--- src/rtl/pipe_arith_pkg.sv ---
// Shared constants and elaboration helpers for the pipelined adder/subtractor.
package pipe_arith_pkg;

  localparam int WIDTH_DEF  = 16;
  localparam int STAGES_DEF = 4;
  localparam int CHUNK      = WIDTH_DEF / STAGES_DEF;

  function automatic int chunk_width(input int width, input int stages);
    return (stages > 0) ? width / stages : width;
  endfunction

  // Legal only when the operand splits into STAGES equal, non-empty chunks.
  function automatic bit params_ok(input int width, input int stages);
    return (stages >= 1) && (width >= stages) && ((width % stages) == 0);
  endfunction

endpackage

--- src/rtl/add_chunk.sv ---
// W-bit ripple adder built from fulladd cells; also exposes the carry into its MSB.
module add_chunk #(
  parameter int W = 4
) (
  input  logic [W-1:0] a_i,
  input  logic [W-1:0] b_i,
  input  logic         c_i,
  output logic [W-1:0] s_o,
  output logic         c_o,
  output logic         c_msb_o
);

  logic [W:0] carry;

  assign carry[0] = c_i;

  for (genvar i = 0; i < W; i++) begin : g_bit
    fulladd u_fa (
      .a_i (a_i[i]),
      .b_i (b_i[i]),
      .c_i (carry[i]),
      .s_o (s_o[i]),
      .c_o (carry[i+1])
    );
  end

  assign c_o     = carry[W];
  assign c_msb_o = carry[W-1];

endmodule

--- src/rtl/fulladd.sv ---
// Single-bit full adder cell.
module fulladd (
  input  logic a_i,
  input  logic b_i,
  input  logic c_i,
  output logic s_o,
  output logic c_o
);

  assign s_o = a_i ^ b_i ^ c_i;
  assign c_o = (a_i & b_i) | (c_i & (a_i ^ b_i));

endmodule

--- src/rtl/pipe_add_sub.sv ---
// Pipelined two's-complement adder/subtractor: one CHUNK per register stage,
// carry rippling between stages, global-stall valid/ready flow control.
module pipe_add_sub
  import pipe_arith_pkg::*;
#(
  parameter int WIDTH  = WIDTH_DEF,
  parameter int STAGES = STAGES_DEF
) (
  input  logic             clk,
  input  logic             rst,
  input  logic             in_valid,
  output logic             in_ready,
  input  logic [WIDTH-1:0] a,
  input  logic [WIDTH-1:0] b,
  input  logic             c_in,
  input  logic             sub,
  output logic             out_valid,
  input  logic             out_ready,
  output logic [WIDTH-1:0] sum,
  output logic             c_out,
  output logic             ovf
);

  localparam int CW = chunk_width(WIDTH, STAGES);

  if (!params_ok(WIDTH, STAGES)) begin : g_bad_params
    $error("pipe_add_sub: WIDTH must be a positive multiple of STAGES");
  end

  logic             adv;
  logic [WIDTH-1:0] b_eff;
  logic             cin_eff;

  logic             v_q   [STAGES];
  logic             v_d   [STAGES];
  logic             c_q   [STAGES];
  logic             c_d   [STAGES];
  logic [WIDTH-1:0] ska_q [STAGES];
  logic [WIDTH-1:0] ska_d [STAGES];
  logic [WIDTH-1:0] skb_q [STAGES];
  logic [WIDTH-1:0] skb_d [STAGES];
  logic [WIDTH-1:0] res_q [STAGES];
  logic [WIDTH-1:0] res_d [STAGES];
  logic             c_msb_q;
  logic             c_msb_d;

  logic [WIDTH-1:0] src_a   [STAGES];
  logic [WIDTH-1:0] src_b   [STAGES];
  logic [WIDTH-1:0] src_res [STAGES];
  logic             src_c   [STAGES];
  logic             src_v   [STAGES];

  logic [STAGES-1:0][CW-1:0] ch_sum;
  logic [STAGES-1:0]         ch_cout;
  logic [STAGES-1:0]         ch_cmsb;
  logic                      unused_tail;

  // Handshake: a beat moves on an edge where valid && ready. The whole pipe
  // advances when the output slot is empty or being drained, else it freezes.
  assign adv      = !out_valid || out_ready;
  assign in_ready = adv && !rst;

  assign b_eff   = sub ? ~b : b;
  assign cin_eff = sub ? ~c_in : c_in;

  // Skew registers shift consumed chunks out, so chunk k is always at the bottom.
  always_comb begin
    src_a[0]   = a;
    src_b[0]   = b_eff;
    src_c[0]   = cin_eff;
    src_v[0]   = in_valid;
    src_res[0] = '0;
    for (int k = 1; k < STAGES; k++) begin
      src_a[k]   = ska_q[k-1];
      src_b[k]   = skb_q[k-1];
      src_c[k]   = c_q[k-1];
      src_v[k]   = v_q[k-1];
      src_res[k] = res_q[k-1];
    end
  end

  for (genvar k = 0; k < STAGES; k++) begin : g_stage
    add_chunk #(.W(CW)) u_add (
      .a_i     (src_a[k][CW-1:0]),
      .b_i     (src_b[k][CW-1:0]),
      .c_i     (src_c[k]),
      .s_o     (ch_sum[k]),
      .c_o     (ch_cout[k]),
      .c_msb_o (ch_cmsb[k])
    );
  end

  always_comb begin
    for (int k = 0; k < STAGES; k++) begin
      v_d[k]   = src_v[k];
      c_d[k]   = ch_cout[k];
      ska_d[k] = src_a[k] >> CW;
      skb_d[k] = src_b[k] >> CW;
      res_d[k] = src_res[k] | (WIDTH'(ch_sum[k]) << (k * CW));
    end
    c_msb_d = ch_cmsb[STAGES-1];
  end

  always_ff @(posedge clk) begin
    if (rst) begin
      for (int k = 0; k < STAGES; k++) begin
        v_q[k]   <= 1'b0;
        c_q[k]   <= 1'b0;
        ska_q[k] <= '0;
        skb_q[k] <= '0;
        res_q[k] <= '0;
      end
      c_msb_q <= 1'b0;
    end else if (adv) begin
      for (int k = 0; k < STAGES; k++) begin
        v_q[k]   <= v_d[k];
        c_q[k]   <= c_d[k];
        ska_q[k] <= ska_d[k];
        skb_q[k] <= skb_d[k];
        res_q[k] <= res_d[k];
      end
      c_msb_q <= c_msb_d;
    end
  end

  // Last-stage skew bits and inner-stage MSB carries have no consumer.
  assign unused_tail = ^{ska_q[STAGES-1], skb_q[STAGES-1], ch_cmsb};

  assign out_valid = v_q[STAGES-1];
  assign sum       = res_q[STAGES-1];
  assign c_out     = c_q[STAGES-1];
  assign ovf       = c_q[STAGES-1] ^ c_msb_q;

endmodule

--- config.mk ---
export PLATFORM = sky130hd
export DESIGN_NAME = pipe_add_sub
export DESIGN_NICKNAME = d
export VERILOG_FILES = /design/src/rtl/pipe_arith_pkg.sv /design/src/rtl/add_chunk.sv /design/src/rtl/fulladd.sv /design/src/rtl/pipe_add_sub.sv
export SDC_FILE = /design/constraint.sdc
export NUM_CORES = 1
export LEC_CHECK = 0
export BUFFER_PORTS_ARGS = -buffer_cell sky130_fd_sc_hd__buf_2
export CAP_MARGIN = 25
export CORE_MARGIN = 2
export CORE_UTILIZATION = 55
export CTS_CLUSTER_SIZE = 30
export DETAILED_ROUTE_END_ITERATION = 10
export GPL_TIMING_DRIVEN = 0
export PLACE_DENSITY = 0.83
export SYNTH_ARGS = -nofsm -noshare
export SYNTH_HDL_FRONTEND = slang
export SYNTH_SLANG_ARGS = --single-unit
--- constraint.sdc ---
create_clock -name clk -period 4.65 [get_ports clk]
set_input_delay 1.1625 -clock clk [delete_from_list [all_inputs] [get_ports clk]]
set_output_delay 1.1625 -clock clk [all_outputs]
set_load 0.005 [all_outputs]
==> results.txt, run 1 <==
----------------------------------------------------
[Run status]
  Result of the run ... complete, no violations

[Cells and area]
  Net total in the final layout ... between 400 and 500
  Share of post-route cells with drive strength above 1 ... 0.2784
  Final standard cell area without fillers ... between 5000 and 6000 sq um
  Area growth from synthesis to layout ... 13.32%
  Fillers ... about 600
  N_diodes ... 0
  Most frequent standard cell in the layout excluding fill and tap cells ... sky130_fd_sc_hd__edfxtp_1
  Leading cell types in the layout, fill and taps excluded ... 96 x sky130_fd_sc_hd__edfxtp_1, 71 x sky130_fd_sc_hd__nor3b_1, 58 x sky130_fd_sc_hd__buf_2

[Timing]
  Setup violations, final ... 0
  Headroom to the max-slew limit ... 0.5817
  Slew @ Worst Pin ... ~630 ps
  Final Slew Violations ... 0
  Portion of the clock cycle consumed by the worst path in the final layout ... 0.7262
  Count of endpoints failing hold in the final timing report ... 0
  Maximum achievable frequency ... approximately 0.30 GHz
  Clock skew after layout ... just under 7 ps
  Unrepaired setup endpoints after global routing ... false
  Worst slack on hold paths ... 542.2 ps
  Clock period minus worst slack ... between 3000 and 4000 ps

[Clock tree]
  Cells resized by post-CTS repair ... 0
  Sink Count ... 97
  Clock-pin transition on the worst setup and hold timing paths ... about 90 ps
  Total setup buffers inserted after CTS ... 0
  Total of hold buffers inserted after clock tree synthesis ... 0
  Buffer type at the clock tree root ... sky130_fd_sc_hd__clkbuf_8
  Max clock buf depth ... 2
  Latest clock arrival within the worst-skew pair ... about 360 ps
  Clock tree from TritonCTS ... yes
  Htree depth ... 3
  Total clock buffers created by CTS ... 9

[Global route]
  Via count of the first global-routing pass ... roughly 2,500
  Wire length of the first global-routing pass ... around 12,000 microns
  Global Route Usage Sum ... 0.1833
  Number of antenna violations at the first check in global routing ... 0
  Maximum number of pins on one net before global-route repair ... just over 50
  Overall overflow remaining after global route ... 0

[Synthesis]
  Multiplexer area fraction after synthesis ... 0
  Post-synthesis share of cell area spent on full adders, half adders and majority gates ... 0.07207
  Fraction of post-synthesis cell area in the top cell type by area ... 0.6486
  Fraction of synthesized cell area in xor and xnor cells ... 0.03547
  Synth Instances ... 281
  Number of distinct library cell variants in the gate-level netlist after synthesis ... 22
  Synth Net Count ... 335
  Syn. warnings ... 0
  Post-synthesis simple-gate area fraction ... 0.1689
  Total of flip-flops plus latches after synthesis ... 97
  Sequential fraction of the synthesis area ... 0.6532
  Mean Syn Cell Area ... around 16 sq um
  Area leader, netlist ... sky130_fd_sc_hd__edfxtp_1
  Dominant combinational cell family by area after synthesis ... simple AND/OR/NAND/NOR gates
  Synth area leaders ... sky130_fd_sc_hd__edfxtp_1 65%, sky130_fd_sc_hd__nor3b_1 12%, sky130_fd_sc_hd__fa_1 7.2%
  Total standard cell area after synthesis ... 4444 sq um
  Synthesized-area fraction occupied by ao, oa, aoi and oai cells ... 0.001689

[Routing]
  Post-detailed-route count of antenna-violating nets ... 0
  Number of iterations in the first detailed-routing pass ... 4
  Average detailed-routed wire length per instance ... approximately 16 microns
  Detailed-route wire length ... roughly 7000 microns
  Drt via density ... 5.258
  Number of violations reported at the end of detailed-routing iteration 0 ... between 200 and 250
  Via count ... about 2,400
  Detailed-route DRC error count ... 0

[Floorplan]
  Standard-cell row count ... 32
  Die Span X ... about 94 microns
  Height of the die ... approximately 94 microns
  I/O pin count ... 58
  Area of the die ... ~8800 sq um
  Initial cell density of the core ... 0.5722
  Core region area ... between 7000 and 8000 sq um

[Setup path]
  Critical path fanouts, max ... 10
  Data arrival time of the critical path ... around 3500 ps
  Worst Setup Start Kind ... primary input
  Sort of element at the end of the critical path ... flip-flop
  CP required ... around 4800 ps
  Critical Setup Path Class ... in -> reg

[Placed design]
  Port-buffer cells ... 55
  Post-DP Area ... approximately 4900 sq um
  Weighted congestion at the end of routability-driven global placement ... 0.8674
  Final HPWL from detailed placement ... slightly below 5000 microns

[Pwr]
  Max VDD drop ... 0.1532 mV
  PwrDens ... 335.7 nW/um^2
  Leak Pwr ... 1.973 nW

[Hold path]
  Class of the tightest hold or removal check ... reg -> reg

[Job]
  Max capacitance violation total ... 0

----------------------------------------------------
registers in the layout, indices dropped and copies added (netlist names):
register,cells
res_q,40
c_q,4
v_q,4
c_msb_q,1
skb_q,24
ska_q,24
power breakdown:
| part | internal (mW) | switching [mW] |
|---|---|---|
| logic | 0.0897 | 0.0839 |
| clock network | 0.190 | 0.282 |
| registers | 1.03 | 0.0172 |
per-layer routing:
metal  vias to the layer above  wire, microns  global-route usage
met5                         -              0                   0
met1                      1163           3009              0.2313
li1                       1137              -                   -
met2                        74           3664              0.3077
met4                         0            180             0.07609
met3                        13            360             0.04093
cells by family after synthesis:
kind of cell,count (synthesis)
and+or+nand+nor,100
DFF,97
buffers and inverters,49
xor gates and xnor gates,18
adders and majority gates,16
AOI/OAI and AO/OA,1
Yosys cell counts:
library cell                 n
sky130_fd_sc_hd__edfxtp_1   96
sky130_fd_sc_hd__nor3b_1    71
sky130_fd_sc_hd__inv_1      25
sky130_fd_sc_hd__fa_1       16
sky130_fd_sc_hd__nor3_1     16
sky130_fd_sc_hd__xnor2_1    16
sky130_fd_sc_hd__buf_6       9
sky130_fd_sc_hd__nor3_2      7
sky130_fd_sc_hd__buf_1       4
sky130_fd_sc_hd__buf_2       3
sky130_fd_sc_hd__buf_4       3
sky130_fd_sc_hd__buf_8       2
sky130_fd_sc_hd__clkbuf_1    2
sky130_fd_sc_hd__nor3_4      2
sky130_fd_sc_hd__xor2_1      2
sky130_fd_sc_hd__buf_12      1
sky130_fd_sc_hd__dfxtp_1     1
sky130_fd_sc_hd__nand2b_1    1
sky130_fd_sc_hd__nand4bb_1   1
sky130_fd_sc_hd__nor2_1      1
sky130_fd_sc_hd__nor2b_4     1
sky130_fd_sc_hd__o31ai_1     1
through the flow:
step,cells,worst slack [ps],power [mW],setup TNS [ps],utilization
3_3_place_gp,438,-436.5,1.231,-41550,0.6240
6_report,454,1273,1.690,0,0.6484
2_1_floorplan,281,381.3,1.178,0,-
3_5_place_dp,439,892.0,1.241,0,0.6276
4_1_cts,454,1277,1.699,0,0.6484
5_1_grt,454,1221,1.758,0,0.6484
worst paths after layout:
kind	from	end	slack, ps	cells past startpoint
worst min-delay path	c_msb_q	c_msb_q	540	2
worst min register to register	c_msb_q	c_msb_q	540	2
worst max register to register	c_q[0]	res_q[1][7]	2180	8
worst max-delay path	sub	res_q[0][3]	1270	9
worst max-delay path, cell delays in order:
cell and delay, ps:
sky130_fd_sc_hd__buf_4 160, sky130_fd_sc_hd__buf_8 160, sky130_fd_sc_hd__xnor2_1 150, sky130_fd_sc_hd__fa_1 410
sky130_fd_sc_hd__fa_1 430, sky130_fd_sc_hd__fa_1 380, sky130_fd_sc_hd__inv_1 80, sky130_fd_sc_hd__fa_1 410
sky130_fd_sc_hd__nor3b_1 140
final cells by class:
cell class / instances / area (sq um) / area share
inverter: 25 / 93.84 / 0.01863
buffer: 24 / 211.5 / 0.04199
sequential: 97 / 2903 / 0.5764
clock buffer: 10 / 127.6 / 0.02534
multi-input combinational: 135 / 1244 / 0.2470
tap: 102 / 127.6 / 0.02534
clock inverter: 5 / 33.78 / 0.006708
timing repair buffer: 56 / 295.3 / 0.05863
No activity file was read; power rests on OpenSTA's default activity.
==> inputs of run 2 (changes only) <==
- CORE_UTILIZATION: 55 -> 52
- clock period: 4.65 -> 2.7 ns (I/O delays scaled with it)
==> run 2 against run 1 <==
- global-route usage shrank 0.19 points
- critical path depth shrank 1
- final cell count grew 1.1%
- wire length grew 4.0%
- highest routed layer unchanged
==> results.txt, run 2 (same netlist as run 1, synthesis figures left out) <==
----------------------------------------------------
[Pwr]
  Logic pwr share ... 0.106
  Proportion of power drawn by flip-flops and latches ... 0.583
  Proportion of power drawn by the clock network ... 0.311
  Switching part of the total power ... 0.2295
  Max VDD drop ... between 0.3 and 0.4 mV
  Internal cell power ... 2.379 mW
  Leak Pwr ... 2.027 nW
  Total net switching power ... ~0.7 mW
  PwrDens ... 600.1 nW/um^2

[Clock tree]
  Clock tree from TritonCTS ... yes
  Buffer type at the clock tree root ... sky130_fd_sc_hd__clkbuf_8
  Latest clock arrival within the worst-skew pair ... ~360 ps
  Sink Count ... 97
  Total of hold buffers inserted after clock tree synthesis ... 0
  Clock-pin transition on the worst setup and hold timing paths ... 100 ps
  Htree depth ... 3
  Max clock buf depth ... 2
  Total clock buffers created by CTS ... 9

[Cells and area]
  N_diodes ... 0
  Area of combinational cells with multiple inputs ... around 1300 sq um
  Largest registers ranked by flip-flop count ... res_q: 40 flops, ska_q: 24 flops, skb_q: 24 flops
  Flip-flop count of the largest register after layout ... 40
  Most frequent standard cell in the layout excluding fill and tap cells ... sky130_fd_sc_hd__edfxtp_1
  Top reg by flops ... res_q
  Share of post-route cells with drive strength above 1 ... 0.3051
  Number of non-filler instances in the completed layout ... between 400 and 500
  Storage cell area ... approximately 2900 sq um
  Fillers ... between 600 and 700
  Area growth from synthesis to layout ... 15.77%
  Core occupancy in the finished layout ... 0.6230
  Leading cell types in the layout, fill and taps excluded ... 96 x sky130_fd_sc_hd__edfxtp_1, 70 x sky130_fd_sc_hd__nor3b_1, 57 x sky130_fd_sc_hd__buf_2
  Net total in the final layout ... slightly above 400

[Floorplan]
  Height of the die ... 96.45 microns
  Area of the die ... between 9000 and 10,000 sq um
  Core region area ... about 8300 sq um
  Initial cell density of the core ... 0.5382
  Die Span X ... between 90 and 100 microns
  I/O pin count ... a little under 60
  Standard-cell row count ... 33

[Placed design]
  Pre-CTS setup slack ... -596.8 ps
  Final HPWL from detailed placement ... 5204 microns
  Total placed cells including tap cells ... ~440
  Port-buffer cells ... 55
  Weighted congestion at the end of routability-driven global placement ... about 0.81

[Routing]
  Number of iterations in the first detailed-routing pass ... 4
  Average detailed-routed wire length per instance ... ~16 microns
  Drt via density ... roughly 5.2
  Detailed-route wire length ... approximately 7500 microns
  Via count ... between 2,000 and 2,500
  Post-detailed-route count of antenna-violating nets ... 0
  Number of violations reported at the end of detailed-routing iteration 0 ... between 100 and 150
  Detailed-route DRC error count ... 0

[Timing]
  Clock period minus worst slack ... ~2600 ps
  Clock skew after layout ... a little over 9 ps
  Count of endpoints failing hold in the final timing report ... 0
  Maximum achievable frequency ... between 0.3 and 0.4 GHz
  Headroom to the max-slew limit ... 0.7004
  Setup violations, final ... 0
  Final Slew Violations ... 0
  Portion of the clock cycle consumed by the worst path in the final layout ... 0.9765
  Unrepaired setup endpoints after global routing ... false
  Slew @ Worst Pin ... about 450 ps
  Fin worst setup slack ... 63.54 ps
  Worst slack on hold paths ... between 500 and 600 ps

[Global route]
  Global Route Usage Sum ... 0.1814
  Via count of the first global-routing pass ... around 2,400
  Overall overflow remaining after global route ... 0
  Wire length of the first global-routing pass ... approximately 12,000 microns
  Number of antenna violations at the first check in global routing ... 0
  Maximum number of pins on one net before global-route repair ... between 70 and 80

[Setup path]
  Critical Setup Path Class ... in -> reg
  Critical path fanouts, max ... 4
  CP required ... around 2800 ps
  Worst Setup Start Kind ... primary input
  Reg2Reg Launch Point ... c_q[2]
  Sort of element at the end of the critical path ... flip-flop
  Data arrival time of the critical path ... roughly 2800 ps
  Launch point of the critical path ... sub

[Hold path]
  Launch point of the worst hold path ... c_msb_q
  Class of the tightest hold or removal check ... reg -> reg

[Job]
  Max capacitance violation total ... 0

[Run status]
  Result of the run ... complete, no violations

----------------------------------------------------
-- run 2: changes by cell type in the layout (fill, tap and decap cells not counted), moves of 2 or more --
cell	change
sky130_fd_sc_hd__buf_16	+2
sky130_fd_sc_hd__clkinvlp_4	-3
sky130_fd_sc_hd__fa_2	+3
sky130_fd_sc_hd__fa_1	-3
sky130_fd_sc_hd__inv_6	+3
-- run 2: layer usage --
layer,routed length (microns),up-vias,track usage
li1,-,1140,-
met1,3141,1145,0.2308
met2,3817,74,0.3131
met3,453,7,0.03258
met4,93,0,0.06690
met5,0,-,0
-- run 2: power groups by stage --
stage          Clock (mW)  Combinational [mW]  Sequential, mW
2_1_floorplan           0               0.205            1.83
3_3_place_gp            0               0.303            1.83
3_5_place_dp            0               0.322            1.84
4_1_cts             0.968               0.336            1.80
5_1_grt              1.03               0.366            1.81
6_report            0.959               0.327            1.80
-- run 2: what timing repair did --
| item | in CTS | in global routing |
|---|---|---|
| gates resized for setup | 10 | 0 |
| endpoints found under the setup margin | 1 | 1 |
| pin swaps | 5 | 1 |
| setup buffers | 2 | 0 |
| endpoints found under the hold margin | 0 | 0 |
-- run 2: layout make-up --
| class | count | share of cell area |
|---|---|---|
| timing repair buffer | 58 | 0.06299 |
| tap | 105 | 0.02554 |
| buffer | 23 | 0.04207 |
| clock inverter | 7 | 0.01508 |
| multi-input combinational | 135 | 0.2478 |
| sequential | 97 | 0.5642 |
| clock buffer | 9 | 0.02408 |
| inverter | 25 | 0.01824 |
-- run 2: path summary, 6_finish.rpt --
check                  to  cells after the start  slack [ps]
min reg2reg       c_msb_q                      2         540
max reg2reg  res_q[3][15]                      6         220
min               c_msb_q                      2         540
max           res_q[0][3]                      8          60
-- run 2: critical path: stages --
cell and delay [ps]:
sky130_fd_sc_hd__buf_16 120, sky130_fd_sc_hd__xnor2_4 130, sky130_fd_sc_hd__fa_2 400, sky130_fd_sc_hd__fa_2 390
sky130_fd_sc_hd__fa_2 400, sky130_fd_sc_hd__inv_2 70, sky130_fd_sc_hd__fa_1 400, sky130_fd_sc_hd__nor3b_2 170
-- run 2: through the flow --
step           setup TNS (ps)  total power, mW  cell area, sq um
3_3_place_gp           -41200            2.134              4866
4_1_cts                -52.69            3.106              5145
2_1_floorplan          -313.4            2.031              4459
6_report                    0            3.087              5145
3_5_place_dp            -1086            2.158              4898
5_1_grt                     0            3.209              5145
